$ cat src/rtl/ysyx_22050039_mem_arbiter_pkg.sv
// Shared encodings for the IFU/LSU memory-port arbiter.
package ysyx_22050039_mem_arbiter_pkg;

  // Arbiter FSM states.
  typedef enum logic [1:0] {
    StIdle  = 2'd0,
    StIssue = 2'd1,
    StWait  = 2'd2
  } state_e;

  // Transaction owner; also the value recorded as the last grant.
  typedef enum logic {
    OwnIfu = 1'b0,
    OwnLsu = 1'b1
  } owner_e;

  // Bit positions inside the 2-bit req/gnt vectors.
  localparam int unsigned ReqIfu = 0;
  localparam int unsigned ReqLsu = 1;

endpackage

$ cat src/rtl/ysyx_22050039_rr_arb2.sv
// Two-way round-robin picker: on a tie the requester that did not win last time is chosen.
module ysyx_22050039_rr_arb2
  import ysyx_22050039_mem_arbiter_pkg::*;
(
  input  logic [1:0] req,
  input  logic       last,
  output logic [1:0] gnt
);

  // Grant the sole requester, or the one not equal to last on a tie.
  always_comb begin
    gnt = 2'b00;
    unique case (req)
      2'b01:   gnt = 2'b01;
      2'b10:   gnt = 2'b10;
      2'b11:   gnt = (last == logic'(OwnIfu)) ? 2'b10 : 2'b01;
      default: gnt = 2'b00;
    endcase
  end

endmodule

$ cat src/rtl/ysyx_22050039_mem_arbiter.sv
// Shares one memory port between IFU and LSU, one transaction outstanding at a time.
// The grant stays with its owner from request handshake until the memory response.
module ysyx_22050039_mem_arbiter
  import ysyx_22050039_mem_arbiter_pkg::*;
#(
  parameter int unsigned XLEN = 64
) (
  input  logic              clk,
  input  logic              rst,
  input  logic              ifu_req_valid,
  output logic              ifu_req_ready,
  input  logic [XLEN-1:0]   ifu_addr,
  output logic              ifu_resp_valid,
  input  logic              lsu_req_valid,
  output logic              lsu_req_ready,
  input  logic [XLEN-1:0]   lsu_addr,
  input  logic              lsu_wen,
  input  logic [XLEN-1:0]   lsu_wdata,
  input  logic [XLEN/8-1:0] lsu_wmask,
  output logic              lsu_resp_valid,
  output logic [XLEN-1:0]   resp_rdata,
  output logic              mem_req_valid,
  input  logic              mem_req_ready,
  output logic [XLEN-1:0]   mem_addr,
  output logic              mem_wen,
  output logic [XLEN-1:0]   mem_wdata,
  output logic [XLEN/8-1:0] mem_wmask,
  input  logic              mem_resp_valid,
  input  logic [XLEN-1:0]   mem_rdata
);

  state_e              state_q, state_d;
  owner_e              owner_q, owner_d;
  owner_e              last_q, last_d;
  logic [XLEN-1:0]     addr_q, addr_d;
  logic                wen_q, wen_d;
  logic [XLEN-1:0]     wdata_q, wdata_d;
  logic [XLEN/8-1:0]   wmask_q, wmask_d;
  logic [1:0]          gnt;

  ysyx_22050039_rr_arb2 u_rr_arb2 (
    .req  ({lsu_req_valid, ifu_req_valid}),
    .last (last_q),
    .gnt  (gnt)
  );

  // Next-state and output decode; grants are only offered while idle.
  always_comb begin
    state_d        = state_q;
    owner_d        = owner_q;
    last_d         = last_q;
    addr_d         = addr_q;
    wen_d          = wen_q;
    wdata_d        = wdata_q;
    wmask_d        = wmask_q;
    ifu_req_ready  = 1'b0;
    lsu_req_ready  = 1'b0;
    ifu_resp_valid = 1'b0;
    lsu_resp_valid = 1'b0;
    resp_rdata     = '0;
    mem_req_valid  = 1'b0;
    unique case (state_q)
      StIdle: begin
        if (gnt != 2'b00) begin
          ifu_req_ready = gnt[ReqIfu];
          lsu_req_ready = gnt[ReqLsu];
          state_d       = StIssue;
          if (gnt[ReqLsu]) begin
            owner_d = OwnLsu;
            addr_d  = lsu_addr;
            wen_d   = lsu_wen;
            wdata_d = lsu_wdata;
            wmask_d = lsu_wmask;
          end else begin
            // Fetches are read-only: never carry write enables or data.
            owner_d = OwnIfu;
            addr_d  = ifu_addr;
            wen_d   = 1'b0;
            wdata_d = '0;
            wmask_d = '0;
          end
        end
      end
      StIssue: begin
        mem_req_valid = 1'b1;
        if (mem_req_ready) state_d = StWait;
      end
      StWait: begin
        if (mem_resp_valid) begin
          ifu_resp_valid = (owner_q == OwnIfu);
          lsu_resp_valid = (owner_q == OwnLsu);
          resp_rdata     = mem_rdata;
          last_d         = owner_q;
          state_d        = StIdle;
        end
      end
      default: state_d = StIdle;
    endcase
  end

  // State and latched request fields; reset drops any transaction in flight.
  always_ff @(posedge clk or posedge rst) begin
    if (rst) begin
      state_q <= StIdle;
      owner_q <= OwnIfu;
      last_q  <= OwnIfu;
      addr_q  <= '0;
      wen_q   <= 1'b0;
      wdata_q <= '0;
      wmask_q <= '0;
    end else begin
      state_q <= state_d;
      owner_q <= owner_d;
      last_q  <= last_d;
      addr_q  <= addr_d;
      wen_q   <= wen_d;
      wdata_q <= wdata_d;
      wmask_q <= wmask_d;
    end
  end

  assign mem_addr  = addr_q;
  assign mem_wen   = wen_q;
  assign mem_wdata = wdata_q;
  assign mem_wmask = wmask_q;

endmodule

$ cat config.mk
export PLATFORM = sky130hd
export DESIGN_NAME = ysyx_22050039_mem_arbiter
export DESIGN_NICKNAME = d
export VERILOG_FILES = /design/src/rtl/ysyx_22050039_mem_arbiter_pkg.sv /design/src/rtl/ysyx_22050039_rr_arb2.sv /design/src/rtl/ysyx_22050039_mem_arbiter.sv
export SDC_FILE = /design/constraint.sdc
export NUM_CORES = 1
export LEC_CHECK = 0
export ABC_AREA = 0
export BUFFER_PORTS_ARGS = -buffer_cell sky130_fd_sc_hd__buf_2
export CAP_MARGIN = 20
export CORE_AREA = 2 2 185 187
export DETAILED_ROUTE_END_ITERATION = 6
export DIE_AREA = 0 0 187 189
export SYNTH_ARGS = -nofsm -noshare
export SYNTH_HDL_FRONTEND = slang
export SYNTH_HIERARCHICAL = 1
export SYNTH_SLANG_ARGS = --single-unit
$ cat constraint.sdc
create_clock -name clk -period 5.6 [get_ports clk]
set_clock_uncertainty 0.05 [all_clocks]
set_input_delay 0.84 -clock clk [delete_from_list [all_inputs] [get_ports clk]]
set_output_delay 0.84 -clock clk [all_outputs]
set_load 0.01 [all_outputs]
---- After elaboration in Yosys (flattened, before gate mapping) ----
Cells that the tools add are included.
storage, ports and cells
  flip-flop bits (word level) ............. 141
  word-level logic and storage cells ...... 43
cells by class
  eq/ne operators ......................... 8
  muxes and demuxes ....................... 22
  bitwise operators ....................... 1
  reduce and logical (&&, ||, !) cells .... 5
operators with widths
  cell                count
  $mux 64             4
  $pmux 2 s3          2
  $mux 1              11
  $mux 2              4
  $mux 8              1
  $eq 2x2->1 const B  3
  $ne 2x2->1 const B  3
  $eq 2x1->1 const B  2
  $reduce_and 2->1    2
  $reduce_and 3->1    1
  $logic_not 2->1     1
  $reduce_bool 2->1   1
  $not 1->1           1

---- Logic depth before layout (Yosys ltp) ----
  depth after elaboration ................. 5
  mapped depth ............................ 6
  depth with buffers taken out ............ 4

---- Modules after synthesis ----
The synthesis kept the hierarchy.
modules (own cells, without submodules)
  module                     instances  cells an instance  area an instance (um^2)  sequential area each (um^2)
  ysyx_22050039_mem_arbiter  1          461                6361.1                   3528.4
  ysyx_22050039_rr_arb2      1          3                  18.8                     0.0

---- Least setup slack after synthesis ----
No wires, ideal clock.
  kind .................................... input to output
  start point ............................. input port lsu_req_valid
  end point ............................... output port lsu_req_ready
  data arrival time ....................... 1.645 ns
  setup slack ............................. 3.065 ns
  stages .................................. 3
  path buffers ............................ 1
  cells stage by stage .................... a21boi_0 and2_1 clkbuf_1
between the ends
  cells in the longest elaborated chain, start to end .. 5
RTL lines
  what                                      RTL line                         source
  start: declaration                        ysyx_22050039_mem_arbiter.sv:14  input logic lsu_req_valid,
  $eq 2x2->1 or $eq 2x1->1 (tied branches)  ysyx_22050039_rr_arb2.sv:13      unique case (req)
  $pmux 2 s3 *                              ysyx_22050039_rr_arb2.sv:13
  $reduce_bool 2->1                         ysyx_22050039_mem_arbiter.sv:64  if (gnt != 2'b00) begin
  $mux 1 *                                  ysyx_22050039_mem_arbiter.sv:64
  $mux 1 *                                  ysyx_22050039_mem_arbiter.sv:62  unique case (state_q)
  end: declaration                          ysyx_22050039_mem_arbiter.sv:15  output logic lsu_req_ready,
Every way passes the cells marked *; elsewhere a longest branch is shown, timed or not.

---- Worst setup path in the final report ----
  start point ............................. register state_q[0]
  end point ............................... output port resp_rdata[57]
between the ends
  cells in the longest elaborated chain, start to end .. 2
RTL lines
  what                      RTL line                          source
  start: declaration        ysyx_22050039_mem_arbiter.sv:32   state_e state_q, state_d;
  start signal: assignment  ysyx_22050039_mem_arbiter.sv:104  state_q <= StIdle;
  start signal: assignment  ysyx_22050039_mem_arbiter.sv:112  state_q <= state_d;
  $eq 2x2->1                ysyx_22050039_mem_arbiter.sv:62
  $mux 64                   ysyx_22050039_mem_arbiter.sv:62
  end: declaration          ysyx_22050039_mem_arbiter.sv:21   output logic [XLEN-1:0] resp_rdata,
Every way passes these cells.

==> summary.md <==
| Metric | Value |
|---|---|
| Setup CP Type | reg2out |
| Pleak | 0.00519 uW |
| Number of buffers added for setup after CTS | 0 |
| Syn_area_per_cell | about 14 sq um |
| F_max | 319 MHz |
| Clock network power share | 0.247 |
| Critical Path, Cell by Cell | nand2b_1, nor2_4, and2_1, buf_2 |
| GRT Overall Usage | 0.119 |
| Switch share | 0.342 |
| R2r setup slk | 3.24 ns |
| Final GP Congestion | 0.834 |
| Largest net degree at the start of global routing | 79 |
| Clk sinks | 141 |
| Hpwl dp | 16800 um |
| Area delta synth->final | 53.7% |
| Vias in the first global route | approximately 5800 |
| Instance count of the mapped netlist | 464 |
| Slew headroom | 0.341 |
| Reg power frac | 0.347 |
| DR pass1 iterations | 4 |
| Clock latency on the worst-skew pair | between 0.4 and 0.5 ns |
| Final Non-Filler Cells | 1390 |
| Avg Vias per Cell | 3.99 |
| ANT nets after route | 0 |
| Max incr delay on CP | 0.77 ns |
| Worst path arrival time | 2.25 ns |
| Combinational Power Share | 0.406 |
| Post-route total power | 5020 uW |
| Cts hold-fix bufs | 0 |
| Post-route cell area | 9810 sq um |
| Clock buffer depth | 2 |
| Top Ports | 477 |
| Initial antenna violation count | 1 |
| Max stage delay cell, worst path | nor2_4 |
| Synth warn | 6 |
| Most used DFF post-synth | dfrtp_1 |
| Finish-stage setup viols | 0 |
| Status | finished clean |
| Setup crit start kind | flip-flop |
| Fraction of layout cells with a size suffix above 1 | 0.641 |
| Area of the multi-input gates | 2610 sq um |
| Die Width | around 190 um |
| Synth unique cells | 20 |
| CP Capture Type | output pin |
| R2R depth | 6 |
| Netlist Area Pre-Place | 6380 sq um |
| H-tree Lvls | 4 |
| CP max FO | 66 |
| Starting density of the core | 0.192 |
| Maxcap violations | 0 |
| Pins over their slew limit | 0 |
| Routed length per placed instance | 15.4 um |
| CTS tree | yes |
| Fillers | 3510 |
| Most common cell after layout, fill and taps aside | buf_2 |
| Final WS setup | ~2.5 ns |
| Vias | 5546 |
| Fin Setup TNS | 0 ns |
| Post-CTS Resized | 0 |
| Rows | between 60 and 70 |
| Clock root cell | clkbuf_16 |
| Crit path time final | 3.14 ns |
| Post-Place Setup Slack | 2.48 ns |
| Placed Cells | about 1400 |
| IO Port Bufs | 476 |
| Tcrit/Tclk final | 0.560 |
| Nets | about 1200 |
| Post-synthesis sequential area ratio | 0.553 |
| CTS clk-pin slew, worst paths | 0.06 ns |
| Critical path data required time | 4.71 ns |
| Async set-reset flop share out of synthesis | 1.00 |
| Drc violations | 0 |
| Worst Max-Slew Pin Slew | 0.986 ns |
| R2r endpoint | mem_addr[0]$_DFFE_PP0P_ |
| Register bit total from synthesis | 141 |
| DRT iter0 DRCs | 166 |
| Worst hold path class | in2async |
| RSZ-0062 raised after global routing | false |
| Number of synthesized flops with an enable pin | 0 |
| Worst path bufs/invs | 1 |
| First-pass GRT wire length | 32100 um |
| Commonest non-fill, non-tap cells in the layout | buf_2 (476), dfrtp_1 (141), mux2_2 (83) |
| Die Y | 189 um |
| CP delay by family, top | simple AND/OR/NAND/NOR gates |
| Remaining Overflow, GRT | 0 |
| Pwr dens | 512 nW/um^2 |
| Die area | 35300 sq um |
| TritonCTS buffer count | 17 |
| Fin. Hold Viols | 0 |
| RR Startpoint | last_q$_DFFE_PP0P_ |
| Placed instance area | 9160 sq um |
| Core area | ~33000 sq um |
| Syn_nets | approximately 740 |
| WL final | between 20000 and 25000 um |
| Register area | 3530 sq um |
| Worst VDD drop | around 330 uV |
| Net Sw Power | ~1700 uW |
| Cell-internal power | 3300 uW |
[per-layer routing]
metal,up-vias,track usage,part of all wire
met2,292,0.214,0.53
met3,27,0.0395,0.075
li1,2589,-,-
met5,-,0,0
met4,0,0.0568,0.025
met1,2638,0.125,0.37
[cells in the mapped netlist (2+ instances only)]
cell type | instances | share of area
buf_4 | 2 | 0.0024
buf_2 | 15 | 0.012
nand2_1 | 2 | 0.0012
dfrtp_1 | 141 | 0.55
buf_6 | 12 | 0.021
o21ai_0 | 2 | 0.0016
a22o_1 | 73 | 0.10
inv_1 | 5 | 0.0029
mux2_1 | 46 | 0.081
nand2b_1 | 2 | 0.0020
clkbuf_1 | 8 | 0.0047
and2_1 | 66 | 0.065
mux2_2 | 83 | 0.15
[stage by stage]
stage               hold WS (ns)  utilization
floorplan                  0.432            -
global placement           0.429        0.275
detailed placement         0.426        0.275
CTS                        0.448        0.295
global route               0.455        0.295
finish                     0.429        0.295
[flip-flops by register name, indices dropped and copies added (netlist names)]
name       count
mem_wdata     64
last_q         1
mem_wen        1
mem_addr      64
state_q        2
owner_q        1
mem_wmask      8
[final cells by class]
cell class | instances | area share
Tap cell | 448 | 0.0572
Clock buffer | 17 | 0.0434
Multi-Input combinational cell | 281 | 0.266
Sequential cell | 141 | 0.360
Antenna cell | 1 | 0.000255
Timing Repair Buffer | 482 | 0.249
Inverter | 5 | 0.00242
Clock inverter | 15 | 0.0223
[worst register-to-register path: stages (launching register included)]
cell and delay (ns):
dfrtp_1 0.43, inv_1 0.07, a21boi_1 0.10, o21ai_4 0.14, buf_4 0.38, buf_4 0.64, mux2_2 0.44
[power by group through the flow]
stage               Clock [uW]  Sequential, uW  Combinational [uW]
global placement             0            1740                2050
detailed placement           0            1750                2080
CTS                       1290            1740                2080
global route              1330            1800                2210
finish                    1240            1740                2040
floorplan                    0            1970                1030
[worst max-delay path by stage]
| stage | start | to | slack (ns) | cells after the start |
|---|---|---|---|---|
| after floorplan | rst | last_q$_DFFE_PP0P_ | 0.93 | 1 |
| after global placement | lsu_req_valid | lsu_req_ready | 2.49 | 5 |
| after detailed placement | lsu_req_valid | lsu_req_ready | 2.48 | 5 |
| after CTS | state_q[0]$_DFFE_PP0P_ | resp_rdata[6] | 2.38 | 4 |
| after global routing | state_q[0]$_DFFE_PP0P_ | resp_rdata[6] | 2.20 | 4 |
| final | state_q[0]$_DFFE_PP0P_ | resp_rdata[57] | 2.46 | 4 |
[kinds of logic after synthesis]
logic type | count (synthesis) | synth area share
AND/OR/NAND/NOR | 73 | 0.0702
flip-flops | 141 | 0.553
multiplexers | 129 | 0.228
AO/OA/AOI/OAI | 79 | 0.106
buffers and inverters | 42 | 0.0429
(Power assumes the default switching activity.)
